### src/rtl/line_buffer_array.sv
// ROWS-deep circular line buffer with a valid/ready pixel input, a registered packed column
// output and an end-of-frame flush. Define LB_BORDER_REPLICATE_EN to pad the flush with the previous line.
module line_buffer_array #(
  parameter int DATA_W = 8,
  parameter int ROWS   = 12,
  parameter int LINE_W = 17
) (
  input  logic                       clk,
  input  logic                       rst,
  input  logic                       valid_i,
  input  logic [DATA_W-1:0]          data_i,
  input  logic                       done_i,
  output logic                       ready_o,
  output logic                       valid_o,
  output logic [(ROWS+1)*DATA_W-1:0] rows_o,
  output logic [$clog2(LINE_W)-1:0]  col_o,
  output logic                       done_o
);

  localparam int CW = $clog2(LINE_W);
  localparam int LW = $clog2(ROWS + 1);
  localparam int FW = $clog2(ROWS * LINE_W + LINE_W + 1);

  localparam logic [CW-1:0] COL_LAST   = CW'(LINE_W - 1);
  localparam logic [LW-1:0] LINE_FULL  = LW'(ROWS);
  localparam logic [FW-1:0] FLUSH_BASE = FW'(ROWS * LINE_W + LINE_W - 1);

  typedef enum logic [1:0] {IDLE, RUN, FLUSH, DONE} state_t;

  state_t                       state_q;
  logic                         ready_q;
  logic                         valid_q;
  logic                         done_q;
  logic [CW-1:0]                col_q;
  logic [CW-1:0]                col_d;
  logic [LW-1:0]                line_q;
  logic [LW-1:0]                line_d;
  logic [FW-1:0]                flush_cnt_q;
  logic [CW-1:0]                col_out_q;
  logic [DATA_W-1:0]            tap0_q;
  logic [DATA_W-1:0]            tap0_out;
  logic                         wr_en_q;
  logic [CW-1:0]                wr_ptr_q;
  logic [ROWS-1:0][DATA_W-1:0]  rd_bus;

  logic accept;
  logic flush_step;
  logic shift;
  logic col_wrap;

  assign accept     = valid_i & ready_q;
  assign flush_step = (state_q == FLUSH);
  assign shift      = accept | flush_step;
  assign col_wrap   = (col_q == COL_LAST);

  always_comb begin
    col_d  = col_q;
    line_d = line_q;
    if (shift) begin
      col_d = col_wrap ? '0 : col_q + 1'b1;
      if (col_wrap && (line_q != LINE_FULL)) begin
        line_d = line_q + 1'b1;
      end
    end
  end

  // Frame control: the flush runs until every real line has reached tap ROWS.
  always_ff @(posedge clk) begin
    if (rst) begin
      state_q     <= IDLE;
      ready_q     <= 1'b1;
      valid_q     <= 1'b0;
      done_q      <= 1'b0;
      col_q       <= '0;
      line_q      <= '0;
      flush_cnt_q <= '0;
      col_out_q   <= '0;
    end else begin
      valid_q <= shift & ((line_q == LINE_FULL) | flush_step);
      done_q  <= 1'b0;
      col_q   <= col_d;
      line_q  <= line_d;
      if (shift) begin
        col_out_q <= col_q;
      end
      case (state_q)
        IDLE, RUN: begin
          if (accept) begin
            if (done_i) begin
              state_q     <= FLUSH;
              ready_q     <= 1'b0;
              flush_cnt_q <= FLUSH_BASE - FW'(col_q);
            end else begin
              state_q <= RUN;
            end
          end
        end
        FLUSH: begin
          flush_cnt_q <= flush_cnt_q - 1'b1;
          if (flush_cnt_q == FW'(1)) begin
            state_q <= DONE;
          end
        end
        DONE: begin
          state_q <= IDLE;
          ready_q <= 1'b1;
          done_q  <= 1'b1;
          col_q   <= '0;
          line_q  <= '0;
        end
        default: state_q <= IDLE;
      endcase
    end
  end

  // Memory writes trail the shift by one cycle; consecutive shifts always hit different
  // columns (LINE_W >= 2), so a read never collides with its pending write.
  always_ff @(posedge clk) begin
    if (rst) begin
      tap0_q   <= '0;
      wr_en_q  <= 1'b0;
      wr_ptr_q <= '0;
    end else begin
      wr_en_q <= shift;
      if (shift) begin
        wr_ptr_q <= col_q;
        tap0_q   <= flush_step ? '0 : data_i;
      end
    end
  end

`ifdef LB_BORDER_REPLICATE_EN
  logic pad_rep_q;

  always_ff @(posedge clk) begin
    if (rst) begin
      pad_rep_q <= 1'b0;
    end else if (shift) begin
      pad_rep_q <= flush_step;
    end
  end

  assign tap0_out = pad_rep_q ? rd_bus[0] : tap0_q;
`else
  assign tap0_out = tap0_q;
`endif

  genvar gi;
  generate
    for (gi = 0; gi < ROWS; gi++) begin : g_line
      logic [DATA_W-1:0] mem [LINE_W];
      logic [DATA_W-1:0] rd_q;

      always_ff @(posedge clk) begin
        if (wr_en_q) begin
          mem[wr_ptr_q] <= rows_o[gi*DATA_W +: DATA_W];
        end
      end

      always_ff @(posedge clk) begin
        if (rst) begin
          rd_q <= '0;
        end else if (shift) begin
          rd_q <= mem[col_q];
        end
      end

      assign rd_bus[gi] = rd_q;
    end
  endgenerate

  assign rows_o  = {rd_bus, tap0_out};
  assign col_o   = col_out_q;
  assign ready_o = ready_q;
  assign valid_o = valid_q;
  assign done_o  = done_q;

endmodule
### config.mk
export PLATFORM = sky130hd
export DESIGN_NAME = line_buffer_array
export DESIGN_NICKNAME = d
export VERILOG_FILES = /design/src/rtl/line_buffer_array.sv
export SDC_FILE = /design/constraint.sdc
export NUM_CORES = 2
export LEC_CHECK = 0
export BUFFER_PORTS_ARGS = -buffer_cell sky130_fd_sc_hd__buf_2
export CORE_AREA = 2 2 389 314
export CTS_CLUSTER_SIZE = 20
export DETAILED_ROUTE_END_ITERATION = 6
export DIE_AREA = 0 0 391 316
export PLACE_DENSITY = 0.85
export SLEW_MARGIN = 25
export SYNTH_ARGS = -nofsm -noshare
export SYNTH_HDL_FRONTEND = slang
export SYNTH_SLANG_ARGS = --single-unit
### constraint.sdc
create_clock -name clk -period 8.05 [get_ports clk]
set_input_delay 1.2075 -clock clk [delete_from_list [all_inputs] [get_ports clk]]
set_output_delay 1.2075 -clock clk [all_outputs]
set_load 0.02 [all_outputs]
Word level (Yosys, flattened, before mapping). Memory sizes are Yosys's and may differ from the RTL's. A register that Yosys moved wholly into a read port is not among the register bits. Cells that the tools add are included.

Bits in registers: 36. Bits in latches: 0. Bits in writable memories: 1632. Memory bits (read-only): 0. Input port bits: 12. Output and inout port bits: 112. Logic and storage cells: 65. Memories kept: 12.

Memories: g_line[0].mem (depth 17, bits a word 8, read ports 1, clocked after Yosys merged registers in 1, write ports 1, line 151) `logic [DATA_W-1:0] mem [LINE_W];`; g_line[10].mem (depth 17, bits a word 8, read ports 1, clocked after Yosys merged registers in 1, write ports 1, line 151); g_line[11].mem (depth 17, bits a word 8, read ports 1, clocked after Yosys merged registers in 1, write ports 1, line 151); g_line[1].mem (depth 17, bits a word 8, read ports 1, clocked after Yosys merged registers in 1, write ports 1, line 151); g_line[2].mem (depth 17, bits a word 8, read ports 1, clocked after Yosys merged registers in 1, write ports 1, line 151); g_line[3].mem (depth 17, bits a word 8, read ports 1, clocked after Yosys merged registers in 1, write ports 1, line 151); +6 memories.

Add/sub/neg operators: 4. $mul: 0. Divide/modulo/power cells: 0. Order comparisons: 0. Eq/ne operators: 10. Shift operators: 0. Mux-type cells: 15. Bitwise gates (word level): 4. Reductions and logical operators: 10.

Operator list (number): $mux 8 (3); $pmux 8 s2 (1); $eq 8x1->1 const B (1); $sub 7x6->8 const A (1); $sub 8x1->8 const B (1); $mux 2 (3); $pmux 2 s3 (1); $reduce_and 3->1 (2); $add 5x1->5 const B (1); $eq 5x5->1 const B (1); $mux 1 (5); $mux 5 (1); $add 4x1->4 const B (1); $eq 2x2->1 const B (2); $eq 4x4->1 const B (1); $ne 2x2->1 const B (2); $ne 4x4->1 const B (1); $reduce_and 2->1 (2); $reduce_bool 2->1 (2); $reduce_or 2->1 (2); $and 1x1->1 (2); $eq 2x1->1 const B (1); $logic_not 2->1 (1); $ne 2x1->1 const B (1); 3 further kinds (4).

Longest topological paths before layout.
Depth in word-level cells: 4. Mapped depth: 10.

Least setup slack after synthesis. No wires, ideal clock.

Kind: register -> register. Start point: register wr_ptr_q[3]. End point: memory g_line[0].mem[16][0] (enable). Library setup time: 688 ps. Arrival: 7658 ps. Slack: -296 ps. Cell stages (with the launch flop): 4. Buffers on the path: 0. Clock period less this slack: 8346 ps. Path through: dfxtp_1 nor2b_1 nand2_1 nor3b_1.

RTL lines: start, declared (line 43) `logic [CW-1:0] wr_ptr_q;`; start signal, assigned (line 126) `wr_ptr_q <= col_q;`; end, declared (line 151).

No word-level cell before the write port.

Worst setup path after layout.
Start point: register wr_ptr_q[0]. End point: memory g_line[8].mem[7][3] (enable).

RTL lines (line): end, declared (151).

No word-level cell before the write port.

==> implementation parameters <==
Parameter                              Value

Run status
  Status    completed

Cells and area
  Fraction of final layout cells sized beyond drive strength 1    between 20% and 30%
  Antenna fix cells    0
  Final Instance Area    roughly 0.074 mm²
  Synth-to-layout area growth    11.5%
  Utilization after layout    between 60% and 70%
  Filler Cells Inserted    between 7000 and 8000
  Commonest cells after routing, fill and taps aside    1632 x sky130_fd_sc_hd__edfxtp_1, 297 x sky130_fd_sc_hd__mux4_2, 217 x sky130_fd_sc_hd__mux2i_1
  Total number of nets in the final design    roughly 3500
  Final cell count without fillers    5155
  Most common library cell in the layout ignoring fill and taps    sky130_fd_sc_hd__edfxtp_1

Timing
  Minimum period implied by the final worst setup slack    about 3.6 ns
  Part of the cycle the worst path needs    45.1%
  Max Clock Freq    between 200 and 300 MHz
  Total of endpoints with negative setup slack in the final report    0
  Total count of max-transition violations in the final report    0
  Worst clock skew    0.0375 ns
  Transition time at the pin with the least slew margin    ~1.1 ns
  Number of hold-slack violations in the final timing report    0
  Worst slew slack as a fraction of its limit    23.8%
  Unrepaired setup endpoints after global routing    no
  Post-layout worst setup margin    4.42 ns

Setup path
  Largest fanout on the critical path    50
  Crit path max-delay cell type    sky130_fd_sc_hd__buf_4
  Delay of the slowest cell on the worst path    0.91 ns
  Cell-by-cell listing of the critical path    nor2b_1 -> nand2_1 -> nor2_4 -> buf_4 -> buf_4
  Capturing element type of the critical path    flop
  CP Class    flop to flop
  Arrival time of the worst setup path    4.03 ns
  Cell type with the highest occurrence count on the critical path    sky130_fd_sc_hd__buf_4
  Endpoint required time on the critical path    8.45 ns
  Nature of the critical path startpoint    flop

Synth
  Yosys cell types    54
  Top cells by area in the synthesized netlist    sky130_fd_sc_hd__edfxtp_1 73%, sky130_fd_sc_hd__mux4_2 10%, sky130_fd_sc_hd__dfxtp_1 4.0%
  Count of flip-flops with a built-in enable after synthesis    1632
  Portion of the post-synthesis area used by sequential elements    a little under 80%
  Net count after synthesis    3308
  Warnings, synthesis    0
  Yosys reg bits    1764
  Area fraction of the dominant cell type after synthesis    73.5%
  Post-synthesis cell type with the largest combined area    sky130_fd_sc_hd__edfxtp_1
  Synth async-reset ratio    0%
  Post-Synthesis Mean Instance Area    20.3 µm²
  Commonest register cell after synthesis    sky130_fd_sc_hd__edfxtp_1
  Cell area after synthesis    ~0.067 mm²
  Cells after Synth    3290

Placed design
  Number of port buffers    123
  Total instance count after detailed placement    4877
  Cell Area, Placed    0.0694 mm²
  Pre-CTS setup slack    4.04 ns
  HPWL after detailed placement    85.2 mm
  RePlAce Congestion    0.815

CTS
  Clock latency reported for the late side of the worst-skew pair    0.81 ns
  Clock transition at the registers of the reported paths    0.07 ns
  TritonCTS clock tree    yes
  Number of clock sinks    around 1800
  Buffers from clock root to sink, at most    3
  Count of buffers added by post-CTS timing repair for setup    0
  Post-CTS Hold Fix Bufs    0
  Quantity of gates resized following cts    0
  Number of clock buffers inserted by TritonCTS    151
  Buffer cell driving the clock tree root    sky130_fd_sc_hd__clkbuf_16
  Max H-tree Level    4

Job
  Max-cap violations    0

GRT
  Total gr overflow    0
  Largest net degree at the start of global routing    between 100 and 150
  Vias in the first global route    36500
  Antenna violations before repair    9
  All-Layer GR Usage    between 20% and 30%
  Wire length of the first global-routing pass    242 mm

Power and ir drop
  Switching power    4.31 mW
  Fraction of power spent switching nets    22.4%
  Register share of total power    between 50% and 60%
  Pwr per Cell Area    258 mW/mm²
  Part of the total power dissipated in combinational logic    6.5%
  Internal power    14.9 mW
  Clock group share of total power    38.6%
  VDD IR max    0.204 mV
  Leakage power summed over all cells    23.2 nW

Route
  Total Wirelength    167 mm
  Count of vias placed by the detailed router    35400
  Remaining antenna violation count    0
  Routed vias/inst    6.88
  First-pass detailed-route iteration total    6
  Number of DRC violations after detailed-routing iteration 0    between 5000 and 6000
  Average wire length per cell after detail routing    32.4 µm
  # DRC    0

Floorplanning
  Area of the core region    ~0.12 mm²
  Die Outline Area    0.124 mm²
  Starting utilization of the core area    55.7%
  DIE WIDTH    391 µm
  Vertical die dimension    316 µm
  Row count    114
  Number of ports placed on the die boundary    124

Hold path
  Type of the tightest min-delay check    flop to flop
[final timing paths]
kind,start,to,cells after the start,slack [ns]
worst max-delay path,wr_ptr_q[0],g_line[8].mem[7][3],5,4.42
worst min-delay path,g_line[3].mem[16][6],g_line[3].rd_q[6],2,0.49
worst max register to register,wr_ptr_q[0],g_line[8].mem[7][3],5,4.42
worst min register to register,g_line[3].mem[16][6],g_line[3].rd_q[6],2,0.49
[metrics by stage]
step	hold WS, ns	power [mW]	setup TNS (ns)
floorplan	0.455	11.4	-0.761
global placement	0.460	11.9	0
detailed placement	0.472	11.9	0
CTS	0.488	19.2	0
global route	0.509	19.7	0
finish	0.492	19.2	0
[state kept, by name, summed over array words and instances (netlist names)]
name,count
state_q,2
col_q,5
tap0_out,8
valid_o,1
g_line.rd_q,96
done_o,1
wr_en_q,1
line_q,4
g_line.mem,1632
ready_o,1
wr_ptr_q,5
flush_cnt_q,8
[worst max-delay path, delay by kind of cell, from the launching register on]
kind	cells	cell delay [ns]
buffers and inverters	2	1.66
flip-flops	1	0.50
AND/OR/NAND/NOR	3	0.97
[cells in the mapped netlist (44+ instances only)]
library cell / number
sky130_fd_sc_hd__edfxtp_1: 1632
sky130_fd_sc_hd__mux4_2: 297
sky130_fd_sc_hd__mux2i_1: 217
sky130_fd_sc_hd__nand2_1: 156
sky130_fd_sc_hd__dfxtp_1: 132
sky130_fd_sc_hd__buf_2: 94
sky130_fd_sc_hd__clkbuf_1: 91
sky130_fd_sc_hd__o221ai_1: 71
sky130_fd_sc_hd__mux2_2: 67
sky130_fd_sc_hd__o22ai_1: 58
sky130_fd_sc_hd__o21ai_0: 51
sky130_fd_sc_hd__a31oi_1: 44
sky130_fd_sc_hd__and3_1: 44
[cell families (layout without fill, tap and decap cells)]
| logic type | Yosys count | in the layout | share of synthesized area (%) |
|---|---|---|---|
| flops | 1764 | 1764 | 77.4 |
| simple gates | 325 | 325 | 2.29 |
| xor+xnor | 8 | 8 | 0.105 |
| fa+ha+maj | 6 | 6 | 0.113 |
| mux | 581 | 581 | 14.4 |
| compound gates | 392 | 392 | 4.17 |
| buf+inv | 214 | 513 | 1.50 |
[cell type report]
cell class                 instances  area (µm²)  share of cell area (%)
inverter                           8        32.5                  0.0437
timing repair buffer             227        1510                    2.03
clock inverter                    58         616                   0.827
tap                             1566        1960                    2.63
clock buffer                     220        4390                    5.90
sequential                      1764       51700                    69.4
multi-input combinational       1312       14300                    19.1
[power by group through the flow]
stage / clock, mW / sequential (mW) / combinational, mW
after floorplan: 0 / 10.7 / 0.704
after global placement: 0 / 10.7 / 1.18
after detailed placement: 0 / 10.7 / 1.21
after CTS: 7.46 / 10.5 / 1.24
after global routing: 7.79 / 10.6 / 1.31
final: 7.42 / 10.5 / 1.25
[per-layer routing]
metal / GRT usage [%] / vias up / routed length, µm
met4: 10.6 / 4 / 6040
met2: 41.7 / 3019 / 77400
li1: - / 13900 / -
met5: 0 / - / 22
met1: 37.6 / 18000 / 59000
met3: 8.11 / 469 / 24400
Note: power is estimated with default switching activity, not from simulation.
